--- src/rtl/mips_pkg.sv ---
// Shared MIPS pipeline definitions: divider FSM states, widths and stall-source codes.
package mips_pkg;

  localparam int unsigned DIV_WIDTH = 32;

  // Divider FSM states
  typedef enum logic [1:0] {
    DIV_IDLE = 2'd0,
    DIV_RUN  = 2'd1,
    DIV_FIX  = 2'd2
  } div_state_e;

  // Why the pipeline registers are being held; shared with the hazard unit
  typedef enum logic [1:0] {
    STALL_NONE      = 2'd0,
    STALL_DIV_START = 2'd1,
    STALL_DIV_MF    = 2'd2,
    STALL_LOAD_USE  = 2'd3
  } stall_src_e;

  // Stall source contributed by the divider; a new divide outranks an HI/LO read
  function automatic stall_src_e div_stall_src(input logic busy, input logic start,
                                               input logic mf_req);
    stall_src_e src;
    src = STALL_NONE;
    if (busy && start) begin
      src = STALL_DIV_START;
    end else if (busy && mf_req) begin
      src = STALL_DIV_MF;
    end
    return src;
  endfunction

endpackage

--- src/rtl/div_step.sv ---
// One restoring shift-subtract iteration of the divider (purely combinational).
module div_step #(
  parameter int unsigned WIDTH = 32
) (
  input  logic [WIDTH-1:0] rem,
  input  logic [WIDTH-1:0] quo,
  input  logic [WIDTH-1:0] dvs,
  output logic [WIDTH-1:0] rem_n,
  output logic [WIDTH-1:0] quo_n
);

  // Shifted partial remainder carries one extra bit so the compare never overflows
  logic [WIDTH:0] rem_sh;
  logic           ge;

  assign rem_sh = {rem, quo[WIDTH-1]};
  assign ge     = (rem_sh >= {1'b0, dvs});

  // Subtract when the divisor fits; the result is < dvs so it fits in WIDTH bits
  always_comb begin
    rem_n = rem_sh[WIDTH-1:0];
    quo_n = {quo[WIDTH-2:0], 1'b0};
    if (ge) begin
      rem_n    = rem_sh[WIDTH-1:0] - dvs;
      quo_n[0] = 1'b1;
    end
  end

endmodule

--- src/rtl/mips_div_hilo_unit.sv ---
// Iterative DIV/DIVU engine with private HI/LO registers, placed beside the EX stage.
module mips_div_hilo_unit
  import mips_pkg::*;
#(
  parameter int unsigned WIDTH = DIV_WIDTH,
  parameter int unsigned CNT_W = 6
) (
  input  logic             clk,
  input  logic             rst,
  input  logic             start,
  input  logic             is_signed,
  input  logic [WIDTH-1:0] dividend,
  input  logic [WIDTH-1:0] divisor,
  input  logic             mf_req,
  output logic             busy,
  output logic             done,
  output logic             stall,
  output logic [WIDTH-1:0] hi,
  output logic [WIDTH-1:0] lo
);

  div_state_e       state_q, state_d;
  logic [CNT_W-1:0] count_q, count_d;
  logic [WIDTH-1:0] rem_q, rem_d;
  logic [WIDTH-1:0] quo_q, quo_d;
  logic [WIDTH-1:0] dvs_q, dvs_d;
  logic             quo_sign_q, quo_sign_d;
  logic             rem_sign_q, rem_sign_d;
  logic             dvs_zero_q, dvs_zero_d;
  logic [WIDTH-1:0] hi_q, hi_d;
  logic [WIDTH-1:0] lo_q, lo_d;
  logic             done_q, done_d;

  logic [WIDTH-1:0] rem_n;
  logic [WIDTH-1:0] quo_n;
  logic             dvd_neg;
  logic             dvs_neg;

  div_step #(
    .WIDTH (WIDTH)
  ) u_div_step (
    .rem   (rem_q),
    .quo   (quo_q),
    .dvs   (dvs_q),
    .rem_n (rem_n),
    .quo_n (quo_n)
  );

  assign dvd_neg = is_signed & dividend[WIDTH-1];
  assign dvs_neg = is_signed & divisor[WIDTH-1];

  // Next-state: operand capture, one iteration per RUN cycle, sign fix-up into HI/LO
  always_comb begin
    state_d    = state_q;
    count_d    = count_q;
    rem_d      = rem_q;
    quo_d      = quo_q;
    dvs_d      = dvs_q;
    quo_sign_d = quo_sign_q;
    rem_sign_d = rem_sign_q;
    dvs_zero_d = dvs_zero_q;
    hi_d       = hi_q;
    lo_d       = lo_q;
    done_d     = 1'b0;
    unique case (state_q)
      DIV_IDLE: begin
        if (start) begin
          state_d    = DIV_RUN;
          count_d    = '0;
          rem_d      = '0;
          // Negating 0x80000000 wraps to itself, which is its correct unsigned magnitude
          quo_d      = dvd_neg ? -dividend : dividend;
          dvs_d      = dvs_neg ? -divisor : divisor;
          quo_sign_d = dvd_neg ^ dvs_neg;
          rem_sign_d = dvd_neg;
          dvs_zero_d = (divisor == '0);
        end
      end
      DIV_RUN: begin
        rem_d   = rem_n;
        quo_d   = quo_n;
        count_d = count_q + CNT_W'(1);
        if (count_q == CNT_W'(WIDTH - 1)) begin
          state_d = DIV_FIX;
        end
      end
      DIV_FIX: begin
        state_d = DIV_IDLE;
        done_d  = 1'b1;
        // Divide by zero leaves |dividend| in rem; the remainder fix-up restores the raw operand
        hi_d    = rem_sign_q ? -rem_q : rem_q;
        if (dvs_zero_q) begin
          lo_d = '1;
        end else begin
          lo_d = quo_sign_q ? -quo_q : quo_q;
        end
      end
      default: begin
        state_d = DIV_IDLE;
      end
    endcase
  end

  // State and datapath registers, cleared asynchronously
  always_ff @(posedge clk or negedge rst) begin
    if (!rst) begin
      state_q    <= DIV_IDLE;
      count_q    <= '0;
      rem_q      <= '0;
      quo_q      <= '0;
      dvs_q      <= '0;
      quo_sign_q <= 1'b0;
      rem_sign_q <= 1'b0;
      dvs_zero_q <= 1'b0;
      hi_q       <= '0;
      lo_q       <= '0;
      done_q     <= 1'b0;
    end else begin
      state_q    <= state_d;
      count_q    <= count_d;
      rem_q      <= rem_d;
      quo_q      <= quo_d;
      dvs_q      <= dvs_d;
      quo_sign_q <= quo_sign_d;
      rem_sign_q <= rem_sign_d;
      dvs_zero_q <= dvs_zero_d;
      hi_q       <= hi_d;
      lo_q       <= lo_d;
      done_q     <= done_d;
    end
  end

  // Status and read-out; HI/LO are visible directly from the registers
  always_comb begin
    busy  = (state_q != DIV_IDLE);
    done  = done_q;
    stall = (div_stall_src(busy, start, mf_req) != STALL_NONE);
    hi    = hi_q;
    lo    = lo_q;
  end

endmodule

--- config.mk ---
export PLATFORM = sky130hd
export DESIGN_NAME = mips_div_hilo_unit
export DESIGN_NICKNAME = d
export VERILOG_FILES = /design/src/rtl/mips_pkg.sv /design/src/rtl/div_step.sv /design/src/rtl/mips_div_hilo_unit.sv
export SDC_FILE = /design/constraint.sdc
export NUM_CORES = 1
export LEC_CHECK = 0
export ABC_AREA = 1
export CAP_MARGIN = 30
export CORE_MARGIN = 5
export CORE_UTILIZATION = 36
export DETAILED_ROUTE_END_ITERATION = 16
export GPL_TIMING_DRIVEN = 0
export PLACE_DENSITY = 0.6
export SYNTH_ARGS = -nofsm -noshare
export SYNTH_HDL_FRONTEND = slang
export SYNTH_SLANG_ARGS = --single-unit
--- constraint.sdc ---
create_clock -name clk -period 4.47 [get_ports clk]
set_input_delay 1.341 -clock clk [delete_from_list [all_inputs] [get_ports clk]]
set_output_delay 1.341 -clock clk [all_outputs]
set_load 0.01 [all_outputs]
**Yosys cells after proc, flatten, opt, wreduce, memory -nomap -nowiden**

Index checks and enable logic that the tools add are counted.

- Bitwise logic cells: 3
- Eq/ne operators: 5
- Magnitude comparators: 1
- Reductions and logical operators: 10
- Mux-type cells: 19
- Add/subtract/negate cells: 6

Operators with widths:

| kind | number |
|---|---|
| 32-bit two-way mux | 8 |
| 32-bit negator | 4 |
| 32-bit case mux with 2 select lines | 2 |
| 33-bit by 32-bit >= comparator with 1-bit output | 1 |
| 32-bit zero test | 1 |
| 32-bit subtractor | 1 |
| 6-bit case mux with 2 select lines | 1 |
| 2-bit two-way mux | 4 |
| 6-bit by 1-bit adder with 6-bit output, second input constant | 1 |
| 6-bit by 5-bit == test with 1-bit output, second input constant | 1 |
| 6-bit two-way mux | 1 |
| 2-bit AND reduction | 3 |
| 2-bit nonzero test | 3 |
| 2-bit inequality test, second input constant | 2 |
| 2-bit case mux with 2 select lines | 1 |
| 1-bit bitwise AND | 2 |
| 2-bit by 1-bit == test with 1-bit output, second input constant | 1 |
| 2-bit == test, second input constant | 1 |
| 1-bit logical AND | 2 |
| 2-bit zero test | 1 |
| 1-bit two-way mux | 2 |
| 1-bit XOR | 1 |

- Input bits: 69
- Word-level logic and storage cells: 55
- Bits in registers: 172
- Output and inout bits: 67

**Longest topological paths before layout**

- Word-level depth: 5
- Depth in mapped cells: 17
- Gate-level depth less buffers: 16

**Modules after synthesis**

From an unflattened synthesis, not the netlist that was laid out.

- Cell total of the unflattened synthesis: 2085
- Area total of the unflattened synthesis: 13633.1 um^2

Modules (own cells, without submodules):

| module | times used | area an instance (um^2) | cells an instance |
|---|---|---|---|
| mips_div_hilo_unit | 1 | 10203.5 | 1403 |
| div_step | 1 | 3429.5 | 682 |

**Least setup slack after synthesis**

OpenSTA, ideal clock, no wires.

- Kind: in2out
- Start point: input start
- End point: output stall
- Path buffers: 0
- Setup slack: 1.604 ns
- Arrival: 1.525 ns
- Stages on the path: 2
- Data required time: 3.129 ns
- Path through: nor2_1 nor2_1

- Cells in the longest elaborated chain, start to end: 3

RTL lines:

| element | RTL line | RTL |
|---|---|---|
| start, declared | mips_div_hilo_unit.sv:10 | `input logic start,` |
| 1-bit logical AND | mips_pkg.sv:26 | `if (busy && start) begin` |
| 2-bit two-way mux | mips_pkg.sv:26 |  |
| 2-bit nonzero test | mips_div_hilo_unit.sv:137 | `stall = (div_stall_src(busy, start, mf_req) != STALL_NONE);` |
| end, declared | mips_div_hilo_unit.sv:17 | `output logic stall,` |

No other way between the ends.

**Final worst setup path**

Same ends and word-level chain as after synthesis.

==> metrics <==
Buffers on Ports=~140; first-pass GRT wire length=72300 um; crit path cell chain=clkdlybuf4s50_1 -> nor2_1 -> nor2_1 -> clkdlybuf4s50_1; largest net degree at the start of global routing=113; Top FF cell, synth=dfrtp_1; initial core utilization=36.2%; most common cell after layout, fill and taps aside=nand2_1; switch share=52.7%; highest clock rate=0.261 GHz; cts repair resizes=0; placed cell area=0.0151 mm2; gr usage total=22.4%; # Post-CTS Setup Buffers=0; DPL Wire Length=~38000 um; core area=0.0363 mm2; layout cells sized above 1=5.06%; met3 Use GR=2.45%; Crit path buffers/inverters=2; Cell Pwr Density=789 mW/mm2; Min Hold Slack=0.481 ns; Sequential Power Share=24.6%; Ys Warns=0; reg2reg end=rem_q[16]; final count of pins violating max slew=0; post-route minimum period=between 3 and 4 ns; GPL Wtd Cong=roughly 0.96; number of setup violations in the final report=0; clock buffer count from CTS=17; TNS Setup=0 ns; Fill cells=3822; # diodes=0; EDFF count, synth=0; clock skew=0.0122 ns; DRC viols=0; Hold Crit Start=hi[31]; Comb pwr share=a little over three fifths; slowest library cell on the worst path=clkdlybuf4s50_1; initial antenna violation count=1; total grt overflow=0; leakage power=7.77 nW; post-route cell area=0.0157 mm2; worst-margin pin slew=just under 0.7 ns; R2R Setup Slk=1.68 ns; cell taking the most area after synthesis=dfrtp_1; Seq cells post-synth=~170; final core occ=43.3%; Syn Nets=between 2000 and 2500; Worst Setup SP=start; Most Crowded Layer GR=met2; Worst Reg-to-Reg Cells=14; CTS H-tree lvls=4; status=completed; Tcrit/Tclk final=85.7%; WP data required=3.13 ns; count of boundary I/O pins=136; MaxCap Viol Count=0; Yosys top cell area share=32.7%; DR iter-0 viols=1209; library cells used by synthesis=51; sequential-to-total area share from yosys stat=32.7%; Worst-Skew Late Latency=about 0.44 ns; final net count=2307; FF/Latch Area=0.00430 mm2; Pint=0.00587 W; Psw=0.00654 W; asr flop ratio synth=100%; final std cells w/o fill=2681; Hold Path Class=reg2reg; Detailed Route WL=46600 um; CTS clock-pin slew for the worst setup and hold paths=0.08 ns; Synth Instances=roughly 2000; CTS max path bufs=2; Synth area leaders=dfrtp_1 (33%), nand2_1 (19%), inv_1 (8.4%), nand3_1 (7.7%), nor2_1 (5.6%); Clock Sinks=172; vias in the first global route=12800; GRT met1 Usage=between 30% and 40%; maximum fanout along the worst path=2; die area=0.0405 mm2; Fin. Hold Viols=0; R2R Path Start=quo_q[31]; CTS Hold Bufs=0; Slowest Stage Delay on Critical Path=0.54 ns; Root Driver=clkbuf_16; Multi-input gate area=about 0.0074 mm2; Levels on crit path=4; CP Class=in2out; area delta synth->final=19.4%; routed via count=13600; DRT antenna net count=0; wire length per cell=17.4 um; crit path DAT=between 2 and 2.5 ns; Critical Path Start Type=input pin; routed vias/inst=5.09; worst hold endpoint=hi[31]; Die Width=between 200 and 250 um; Mapped Area=0.0132 mm2; critical path's top delay family=buffers and inverters; drt first pass iters=5; largest vdd supply drop=0.000296 V; M2 GR Usage=34.3%; commonest cells after routing, fill and taps aside=nand2_1 (651), inv_1 (294), nand3_1 (202), nor2_1 (198), dfrtp_1 (172); Die Height=between 200 and 250 um; Slew HR=53.8%; RSZ-0062 raised after global routing=false; Hold Path Cell Cnt=2; CP Capture Type=primary output; Syn Area/Cell=around 6.4 um2; CTS tree=done; DP Cell Count=2649; Clk pwr share=between 10% and 20%; row cnt=70
==> cells in the mapped netlist, types with 2 or more instances <==
master    instances
buf_2            19
nor4_1            3
a21oi_1          41
xor2_1           44
a22oi_1          27
o31ai_1           2
o21bai_1          4
clkinv_1          2
and2_1            8
nand4_1          22
nand2_1         651
buf_1             5
inv_1           294
nand2_2           8
xnor2_1          18
nor3_2            8
o22ai_1          11
nand3_2           3
or2_2             8
o221ai_1          5
nor3_1           24
clkbuf_1         33
nor2_2           14
inv_2            10
a31oi_1          21
a21o_1            3
buf_6             2
dfrtp_1         172
nand3b_1         19
o211ai_1          8
nor2_1          198
o21ai_0          98
o21ai_1           5
ha_1             37
nand3_1         202
==> per-layer routing <==
layer	routed length [um]	share of wire (%)
met1	22900	49
met3	2250	4.8
met2	20400	44
met5	13	0.028
met4	1050	2.2
==> worst reg2reg max path, delay by kind of cell, from the launching register on <==
family | cells | cell delay, ns
buffers and inverters | 2 | 0.39
adders and majority gates | 2 | 0.72
xor gates and xnor gates | 1 | 0.25
and+or+nand+nor | 9 | 0.96
DFF | 1 | 0.38
==> registers in the layout, indices dropped and copies added (netlist names), 2 cells and up <==
register / cells
dvs_q: 32
state_q: 2
quo_q: 32
lo: 32
hi: 32
rem_q: 32
count_q: 6
==> cell families (layout without fill, tap and decap cells) <==
kind of cell,Yosys count,after routing,synth area share (%)
AOI/OAI and AO/OA,231,231,10.3
xor gates and xnor gates,62,62,4.12
adders and majority gates,38,38,3.67
buffers and inverters,367,535,10.9
DFF,172,172,32.7
and+or+nand+nor,1175,1175,38.3
==> how the worst max path moves through the flow <==
| stage | to | slack, ns |
|---|---|---|
| finish | stall | 0.64 |
| global route | stall | 0.56 |
| CTS | stall | 0.63 |
| detailed placement | stall | 0.63 |
| global placement | dvs_q[7] | -5.20 |
| floorplan | stall | 1.60 |
==> power groups by stage <==
| stage | Clock [W] | Sequential [W] | Combinational [W] |
|---|---|---|---|
| finish | 0.00151 | 0.00306 | 0.00784 |
| floorplan | 0 | 0.00280 | 0.00543 |
| detailed placement | 0 | 0.00307 | 0.00777 |
| global route | 0.00160 | 0.00313 | 0.00880 |
| CTS | 0.00153 | 0.00304 | 0.00780 |
| global placement | 0 | 0.00306 | 0.00769 |
==> area by class of cell <==
| cell class | count | area share [%] |
|---|---|---|
| Timing Repair Buffer | 136 | 8.80 |
| Multi-Input combinational cell | 1506 | 47.3 |
| Clock inverter | 13 | 0.963 |
| Sequential cell | 172 | 27.4 |
| Clock buffer | 19 | 2.75 |
| Inverter | 306 | 7.30 |
| Tap cell | 468 | 3.72 |
| Buffer | 61 | 1.83 |
==> metrics by stage <==
step	setup slack, ns	power [W]
floorplan	1.60	0.00823
global placement	-5.20	0.0107
detailed placement	0.635	0.0108
CTS	0.629	0.0124
global route	0.555	0.0135
finish	0.639	0.0124
Power figures use the tool's default switching activity.
